File: config.mk
export PLATFORM = sky130hd
export DESIGN_NAME = r5fp_fma_retire
export DESIGN_NICKNAME = d
export VERILOG_FILES = /design/src/rtl/r5fp_retire_pkg.sv /design/src/rtl/r5fp_retire_fifo.sv /design/src/rtl/r5fp_fma_retire.sv
export SDC_FILE = /design/constraint.sdc
export NUM_CORES = 1
export LEC_CHECK = 0
export CAP_MARGIN = 20
export CORE_UTILIZATION = 43
export CTS_BUF_LIST = sky130_fd_sc_hd__clkbuf_8
export DETAILED_ROUTE_END_ITERATION = 16
export DONT_BUFFER_PORTS = 1
export PLACE_DENSITY = 0.66
export SLEW_MARGIN = 20
export SYNTH_ARGS = -nofsm -noshare
export SYNTH_HDL_FRONTEND = slang
export SYNTH_SLANG_ARGS = --single-unit
export TNS_END_PERCENT = 20
File: constraint.sdc
create_clock -name clk -period 3.63 [get_ports clk]
set_clock_uncertainty 0.05 [all_clocks]
set_input_delay 0.5445 -clock clk [delete_from_list [all_inputs] [get_ports clk]]
set_output_delay 0.5445 -clock clk [all_outputs]
set_load 0.005 [all_outputs]
File: src/rtl/r5fp_retire_pkg.sv
// rtl/r5fp_retire_pkg.sv - shared fflag indices, entry type and status/NaN helpers for FMA retire
package r5fp_retire_pkg;

  localparam int FF_NX = 0;
  localparam int FF_UF = 1;
  localparam int FF_OF = 2;
  localparam int FF_DZ = 3;
  localparam int FF_NV = 4;

  // zStatus bit positions produced by the R5FP datapath
  localparam int Z_INVALID = 2;
  localparam int Z_TINY    = 3;
  localparam int Z_HUGE    = 4;
  localparam int Z_INEXACT = 5;

  typedef struct packed {
    logic [31:0] z;
    logic [4:0]  flags;
    logic [4:0]  tag;
  } retire_entry_t;

  function automatic logic [4:0] to_rv_flags(input logic [7:0] status);
    logic [4:0] f;
    f         = '0;
    f[FF_NV]  = status[Z_INVALID];
    f[FF_DZ]  = 1'b0;
    f[FF_OF]  = status[Z_HUGE];
    f[FF_UF]  = status[Z_TINY] & status[Z_INEXACT];
    f[FF_NX]  = status[Z_INEXACT];
    return f;
  endfunction

  // Operates on a zero-extended encoding so FP32 and FP64 builds share one helper.
  function automatic logic [63:0] canon_nan(input logic [63:0] z, input int expW, input int sigW);
    logic [63:0] sigMask;
    logic [63:0] expMask;
    sigMask = (64'd1 << sigW) - 64'd1;
    expMask = ((64'd1 << expW) - 64'd1) << sigW;
    if (((z & expMask) == expMask) && ((z & sigMask) != 64'd0))
      return expMask | (64'd1 << (sigW - 1));
    return z;
  endfunction

endpackage

File: src/rtl/r5fp_retire_fifo.sv
// rtl/r5fp_retire_fifo.sv - register FIFO of retire entries with push, pop and flush
module r5fp_retire_fifo
  import r5fp_retire_pkg::*;
#(
  parameter int  DEPTH   = 2,
  parameter type entry_t = retire_entry_t
) (
  input  logic   clk,
  input  logic   reset_n,
  input  logic   push,
  input  entry_t pushData,
  input  logic   pop,
  input  logic   flush,
  output entry_t headData,
  output logic   full,
  output logic   empty
);

  localparam int PTR_W = $clog2(DEPTH);
  localparam int CNT_W = PTR_W + 1;

  entry_t             mem [DEPTH];
  logic [PTR_W-1:0]   wrPtr;
  logic [PTR_W-1:0]   rdPtr;
  logic [CNT_W-1:0]   count;

  assign full     = (count == CNT_W'(DEPTH));
  assign empty    = (count == '0);
  assign headData = mem[rdPtr];

  // The parent only pushes when space exists (or a pop frees it) and only pops when non-empty.
  always_ff @(posedge clk or negedge reset_n) begin
    if (!reset_n) begin
      wrPtr <= '0;
      rdPtr <= '0;
      count <= '0;
      for (int i = 0; i < DEPTH; i++) mem[i] <= '0;
    end else if (flush) begin
      wrPtr <= '0;
      rdPtr <= '0;
      count <= '0;
    end else begin
      if (push) begin
        mem[wrPtr] <= pushData;
        wrPtr      <= wrPtr + PTR_W'(1);
      end
      if (pop) rdPtr <= rdPtr + PTR_W'(1);
      if (push && !pop)      count <= count + CNT_W'(1);
      else if (pop && !push) count <= count - CNT_W'(1);
    end
  end

endmodule

File: src/rtl/r5fp_fma_retire.sv
// rtl/r5fp_fma_retire.sv - FMA retire stage: NaN canonicalisation, fflags conversion, result FIFO, sticky fflags CSR
module r5fp_fma_retire
  import r5fp_retire_pkg::*;
#(
  parameter int EXP_W = 8,
  parameter int SIG_W = 23,
  parameter int TAG_W = 5,
  parameter int DEPTH = 2
) (
  input  logic                   clk,
  input  logic                   reset_n,
  input  logic                   in_valid,
  output logic                   in_ready,
  input  logic [EXP_W+SIG_W:0]   in_z,
  input  logic [7:0]             in_status,
  input  logic [TAG_W-1:0]       in_tag,
  output logic                   out_valid,
  input  logic                   out_ready,
  output logic [EXP_W+SIG_W:0]   out_z,
  output logic [4:0]             out_flags,
  output logic [TAG_W-1:0]       out_tag,
  input  logic                   flush,
  input  logic                   fflags_we,
  input  logic [4:0]             fflags_wdata,
  output logic [4:0]             fflags
);

  localparam int Z_W = EXP_W + SIG_W + 1;

  typedef struct packed {
    logic [Z_W-1:0]   z;
    logic [4:0]       flags;
    logic [TAG_W-1:0] tag;
  } entry_t;

  entry_t inEntry;
  entry_t headEntry;
  logic   full;
  logic   empty;
  logic   commit;
  logic   push;

  always_comb begin
    inEntry       = '0;
    inEntry.z     = Z_W'(canon_nan(64'(in_z), EXP_W, SIG_W));
    inEntry.flags = to_rv_flags(in_status);
    inEntry.tag   = in_tag;
  end

  assign out_valid = !empty;
  assign commit    = out_valid & out_ready;
  assign in_ready  = !full | commit;
  // A push coinciding with flush is discarded inside the FIFO.
  assign push      = in_valid & in_ready;

  r5fp_retire_fifo #(
    .DEPTH   (DEPTH),
    .entry_t (entry_t)
  ) fifo (
    .clk      (clk),
    .reset_n  (reset_n),
    .push     (push),
    .pushData (inEntry),
    .pop      (commit),
    .flush    (flush),
    .headData (headEntry),
    .full     (full),
    .empty    (empty)
  );

  assign out_z     = headEntry.z;
  assign out_flags = headEntry.flags;
  assign out_tag   = headEntry.tag;

  // A retiring op still contributes its flags even when software writes the CSR that cycle.
  always_ff @(posedge clk or negedge reset_n) begin
    if (!reset_n)       fflags <= '0;
    else if (fflags_we) fflags <= fflags_wdata | (commit ? headEntry.flags : 5'd0);
    else if (commit)    fflags <= fflags | headEntry.flags;
  end

endmodule

-- Yosys cells after proc, flatten, opt, wreduce, memory -nomap -nowiden
Cells that the tools add are included.
- bits in registers: 93
- latch bits: 0
- RAM bits: 0
- bits in read-only memories: 0
- input port bits: 56
- output and inout bits: 49
- logic and storage cells: 62
- memories: 0
- add/sub/neg operators: 4
- multipliers: 0
- div/mod/pow operators: 0
- $lt $le $gt $ge: 3
- equal/unequal tests: 2
- shifts and indexed selects: 0
- muxes and demuxes: 19
- bitwise logic cells: 9
- reduce and logical (&&, ||, !) cells: 15
- operators by type and width (kind ; number):
    $mux 42 ; 4
    $bwmux 84 ; 1
    $mux 32 ; 2
    $reduce_bool 64->1 ; 1
    $demux 42 s1 ; 1
    $mux 5 ; 3
    $or 5x5->5 ; 2
    $eq 8x8->1 const B ; 1
    $mux 2 ; 3
    $reduce_bool 2->1 ; 3
    $mux 1 ; 5
    $ge 2x2->1 const B ; 2
    $logic_and 1x1->1 ; 4
    $logic_not 1->1 ; 4
    $not 1->2 ; 2
    $and 1x1->1 ; 3
    $reduce_bool 3->1 ; 1
    $add 1x1->1 const B ; 2
    $add 2x1->2 const B ; 1
    $eq 2x2->1 const B ; 1
    $logic_not 2->1 ; 1
    $lt 2x1->1 const B ; 1
    $reduce_and 2->1 ; 1
    $sub 2x1->2 const B ; 1
    other kinds (2) ; 2

-- Longest topological paths before layout
- depth in word-level cells: 10
- mapped depth: 8
- mapped depth without buffers: 4

-- By module
A second synthesis with hierarchy kept.
- cell total of the unflattened synthesis: 314
- area total of the unflattened synthesis: 4394.2 um^2
- by module, submodules not included (module ; instances ; cells an instance ; area each (um^2) ; sequential area each (um^2)):
    r5fp_retire_fifo ; 1 ; 244 ; 3862.5 ; 2202.1
    r5fp_fma_retire ; 1 ; 70 ; 531.8 ; 125.1

-- Worst setup path before layout
OpenSTA, ideal clock, no wires.
- path type: register -> output
- start: register fifo.rdPtr
- end: output port out_tag[0]
- arrival: 1.322 ns
- data required time: 3.036 ns
- path slack: 1.713 ns
- stages on the path, launching flop included: 5
- path buffers: 3
- cell sequence: dfrtp_1 -> clkbuf_1 -> buf_2 -> buf_2 -> mux2_2
- cells in the longest elaborated chain, start to end: 4
- ends and longest elaborated chain (element ; RTL line ; RTL):
    from (decl) ; r5fp_retire_fifo.sv:24 ; logic [PTR_W-1:0] rdPtr;
    from (signal assigned) ; r5fp_retire_fifo.sv:47 ; if (pop) rdPtr <= rdPtr + PTR_W'(1);
    $not 1->2 (implied by the code) ; r5fp_retire_fifo.sv:29 ; assign headData = mem[rdPtr];
    $mux 42 (implied by the code) (3 in a row) ; r5fp_retire_fifo.sv:29 ;
    to (decl) ; r5fp_fma_retire.sv:21 ; output logic [TAG_W-1:0] out_tag,
Every way passes these cells. The select of a mux whose other input is x is not followed.

-- Worst setup path in the final report
- start: register fifo.rdPtr
- end: output port out_z[19]
- cells in the longest elaborated chain, start to end: 4
- ends and longest elaborated chain (element ; RTL line ; RTL):
    $not 1->2 (implied by the code) ; r5fp_retire_fifo.sv:29 ;
    $mux 42 (implied by the code) (3 in a row) ; r5fp_retire_fifo.sv:29 ;
    to (decl) ; r5fp_fma_retire.sv:19 ; output logic [EXP_W+SIG_W:0] out_z,
Every way passes these cells. The select of a mux whose other input is x is not followed.

==> reports/metrics.cfg <==
[status]
status = finished, final reports clean

[die]
initial_utilization_pct = 45.09
die_width_um = 101.4
std_cell_rows = 35
core_area_um2 = 9415
die_y_um = 101.4
die_area_um2 = 10270
ios = 105

[yosys]
syn_nets = 508
synthDistinctLibCells = 28
ys.warnings.count = 0
syn-mean-instance-area_um2 = 9.392
synth_seq_area_share_pct = 53.64
synth_seq_cells = 91
synth.cell_area_um2 = 4245
syn-instance-count = 452

[clock_tree]
clock_path_buffers = 2
clk_latency_ns = 0.35
clockRootBuffer = clkbuf_8
cts_tree = yes
clock-sinks = 91
clk_pin_slew_ns = 0.09
postCtsSetupBuffers = 0
cts-htree-levels = 3
cts.repair.resized = 0
cts_made_buffers = 9

[routing]
drt_iter0_markers = 93
dr_total_vias = 3030
viasPerCell = 5.306
drcViolationCount = 0
drtAntennaViolNets = 0
dr.pass1.iters = 4
drt-total-wl_um = 9735
detail_route.wl_per_cell_um = 17.05

[finish]
antenna_cells = 0
drive_above_1_share_pct = 17.42
num-fill-cells = 899
layout.cells.most_common = nand2_1
nets = 493
area.growth.synth_to_final_pct = 5.836
final_cells = 571
layout_common_cells = 195 x nand2_1, 90 x dfrtp_1, 48 x o21ai_0

[worst_setup_path]
worstPathMaxFanout = 42
worstPathArrival_ns = 1.91
start_kind = register
reg2reg_depth = 5
slowest_stage = dfrtp_2
timing.rr.start = fifo.count[1]$_DFFE_PN0P_
r2r_setup_slack_ns = 1.30
crit_chain = mux2_2
worst_ep_required_time_ns = 3.04
critPathMaxStageDelay_ns = 1.07
critPathBufInv = 0
regToRegEndpoint = fifo.mem[6]$_DFFE_PN0P_
end_kind = primary output
crit_type = reg2out
path_delay_family = flip-flops

[sta]
relSlewSlack_pct = 29.03
setup_slack_ns = 1.127
setup_viol = 0
min_period_over_period_pct = 68.95
finalCriticalPeriod_ns = 2.503
worst_pin_slew_ns = 1.065
fmax_ghz = 0.3995
final_max_slew_viol_count = 0
rsz0062_at_grt = false
setup-tns-final_ns = 0
hold_viol = 0

[power]
p_leak_nw = 2.062
vdd_drop_max_mv = 0.2837
power_density_nw_per_um2 = 561.0

[place]
dp_hpwl_um = 6103
pre_cts_ws_ns = 1.235
dp.cells = 554
gp_congestion = 0.7007
port_buffers = 0

[job]
max_cap_violations = 0

[global_route]
grt_max_degree = 92
grt-ovfl-total = 0
antenna_found_initial = 0
grtUsageTotal_pct = 19.70
grt_pass1_vias = 3057
grt_pass1_wl_um = 15280

[worst_hold_path]
min_path_type = in2async

[final cells by class]
| type | count | area (µm²) | area share [%] |
|---|---|---|---|
| multi-input cells | 329 | 1779 | 39.60 |
| clock buffers | 11 | 151.4 | 3.370 |
| inverters | 1 | 3.754 | 0.08354 |
| well taps | 129 | 161.4 | 3.592 |
| flip-flops and latches | 91 | 2278 | 50.71 |
| clock inverters | 5 | 61.31 | 1.365 |
| repair buffers | 5 | 57.56 | 1.281 |
[flip-flops by register name (all words and copies together), names as in the netlist]
register and flops:
fifo.mem 82, fifo.count 2, fifo.wrPtr 1, fflags 5
fifo.rdPtr 1
[logic make-up after synthesis]
kind of cell / Yosys count / share of synthesized area, %
flops: 91 / 53.64
mux: 48 / 12.67
buf+inv: 32 / 4.450
compound gates: 57 / 7.368
xor+xnor: 3 / 0.6190
other cells: 1 / 0.08833
simple gates: 220 / 21.16
[power breakdown]
group | internal [mW] | total, mW | switching (mW)
logic | 0.208 | 0.443 | 0.235
clock network | 0.358 | 0.714 | 0.355
registers | 1.24 | 1.36 | 0.127
[worst register-to-register path, cell delays in order, from the launching register on]
cell	delay, ns
dfrtp_1	0.44
or3b_1	0.34
nand4b_2	0.75
buf_4	0.47
nand2_1	0.08
o21ai_0	0.07
[how the worst max path moves through the flow]
stage | slack (ns) | from | to | depth (start not counted)
2_1_floorplan | 1.71 | fifo.rdPtr$_DFFE_PN0P_ | out_tag[0] | 4
3_3_place_gp | 1.21 | out_ready | fifo.mem[6]$_DFFE_PN0P_ | 5
3_5_place_dp | 1.24 | out_ready | fifo.mem[6]$_DFFE_PN0P_ | 5
4_1_cts | 1.07 | fifo.rdPtr$_DFFE_PN0P_ | out_flags[0] | 1
5_1_grt | 1.00 | fifo.rdPtr$_DFFE_PN0P_ | out_flags[0] | 1
6_report | 1.13 | fifo.rdPtr$_DFFE_PN0P_ | out_z[19] | 1
[synth_stat cells (all sizes together)]
master    n  area (µm²)
nand3     1       10.01
nand4b    1       15.01
nor3      2       10.01
o21ai    48       240.2
mux2i     2       20.02
dfrtp    91        2277
and3      1       11.26
o21a      1       7.510
nor4      5       31.28
o31a      2       17.52
clkbuf    8       30.03
or3b      1       8.760
a211oi    1       7.510
nor2      6       22.52
nand4     3       18.77
and4b     1       13.76
a21oi     1       5.000
nand2b    3       18.77
buf      23       155.2
mux2     46       518.0
xor2      3       26.28
a31o      4       35.03
inv       1       3.750
nand2   195       732.0
conb      1       3.750
or2       1       6.260
[metal layers]
metal / up-vias / part of all wire, % / track usage (%)
met2: 111 / 49 / 33.59
met4: 0 / 1.3 / 6.020
met3: 13 / 9.5 / 7.729
li1: 1442 / - / -
met5: - / 0 / 0
met1: 1464 / 40 / 22.88
[timing repair]
action / 4_1_cts / 5_1_grt
setup endpoints to repair: 0 / 0
endpoints found under the hold margin: 91 / 0
hold buffers: 1 / 0
[metrics by stage]
stage               power [mW]  utilization (%)  area, µm²  hold WS (ns)
global route             2.683            47.72       4493       0.06982
detailed placement       1.814            45.17       4253        0.2009
finish                   2.520            47.72       4493       0.03159
CTS                      2.556            47.72       4493       0.06400
global placement         1.783            45.17       4253        0.2008
floorplan                1.712                -       4245        0.1989
No activity file was read; power rests on OpenSTA's default activity.
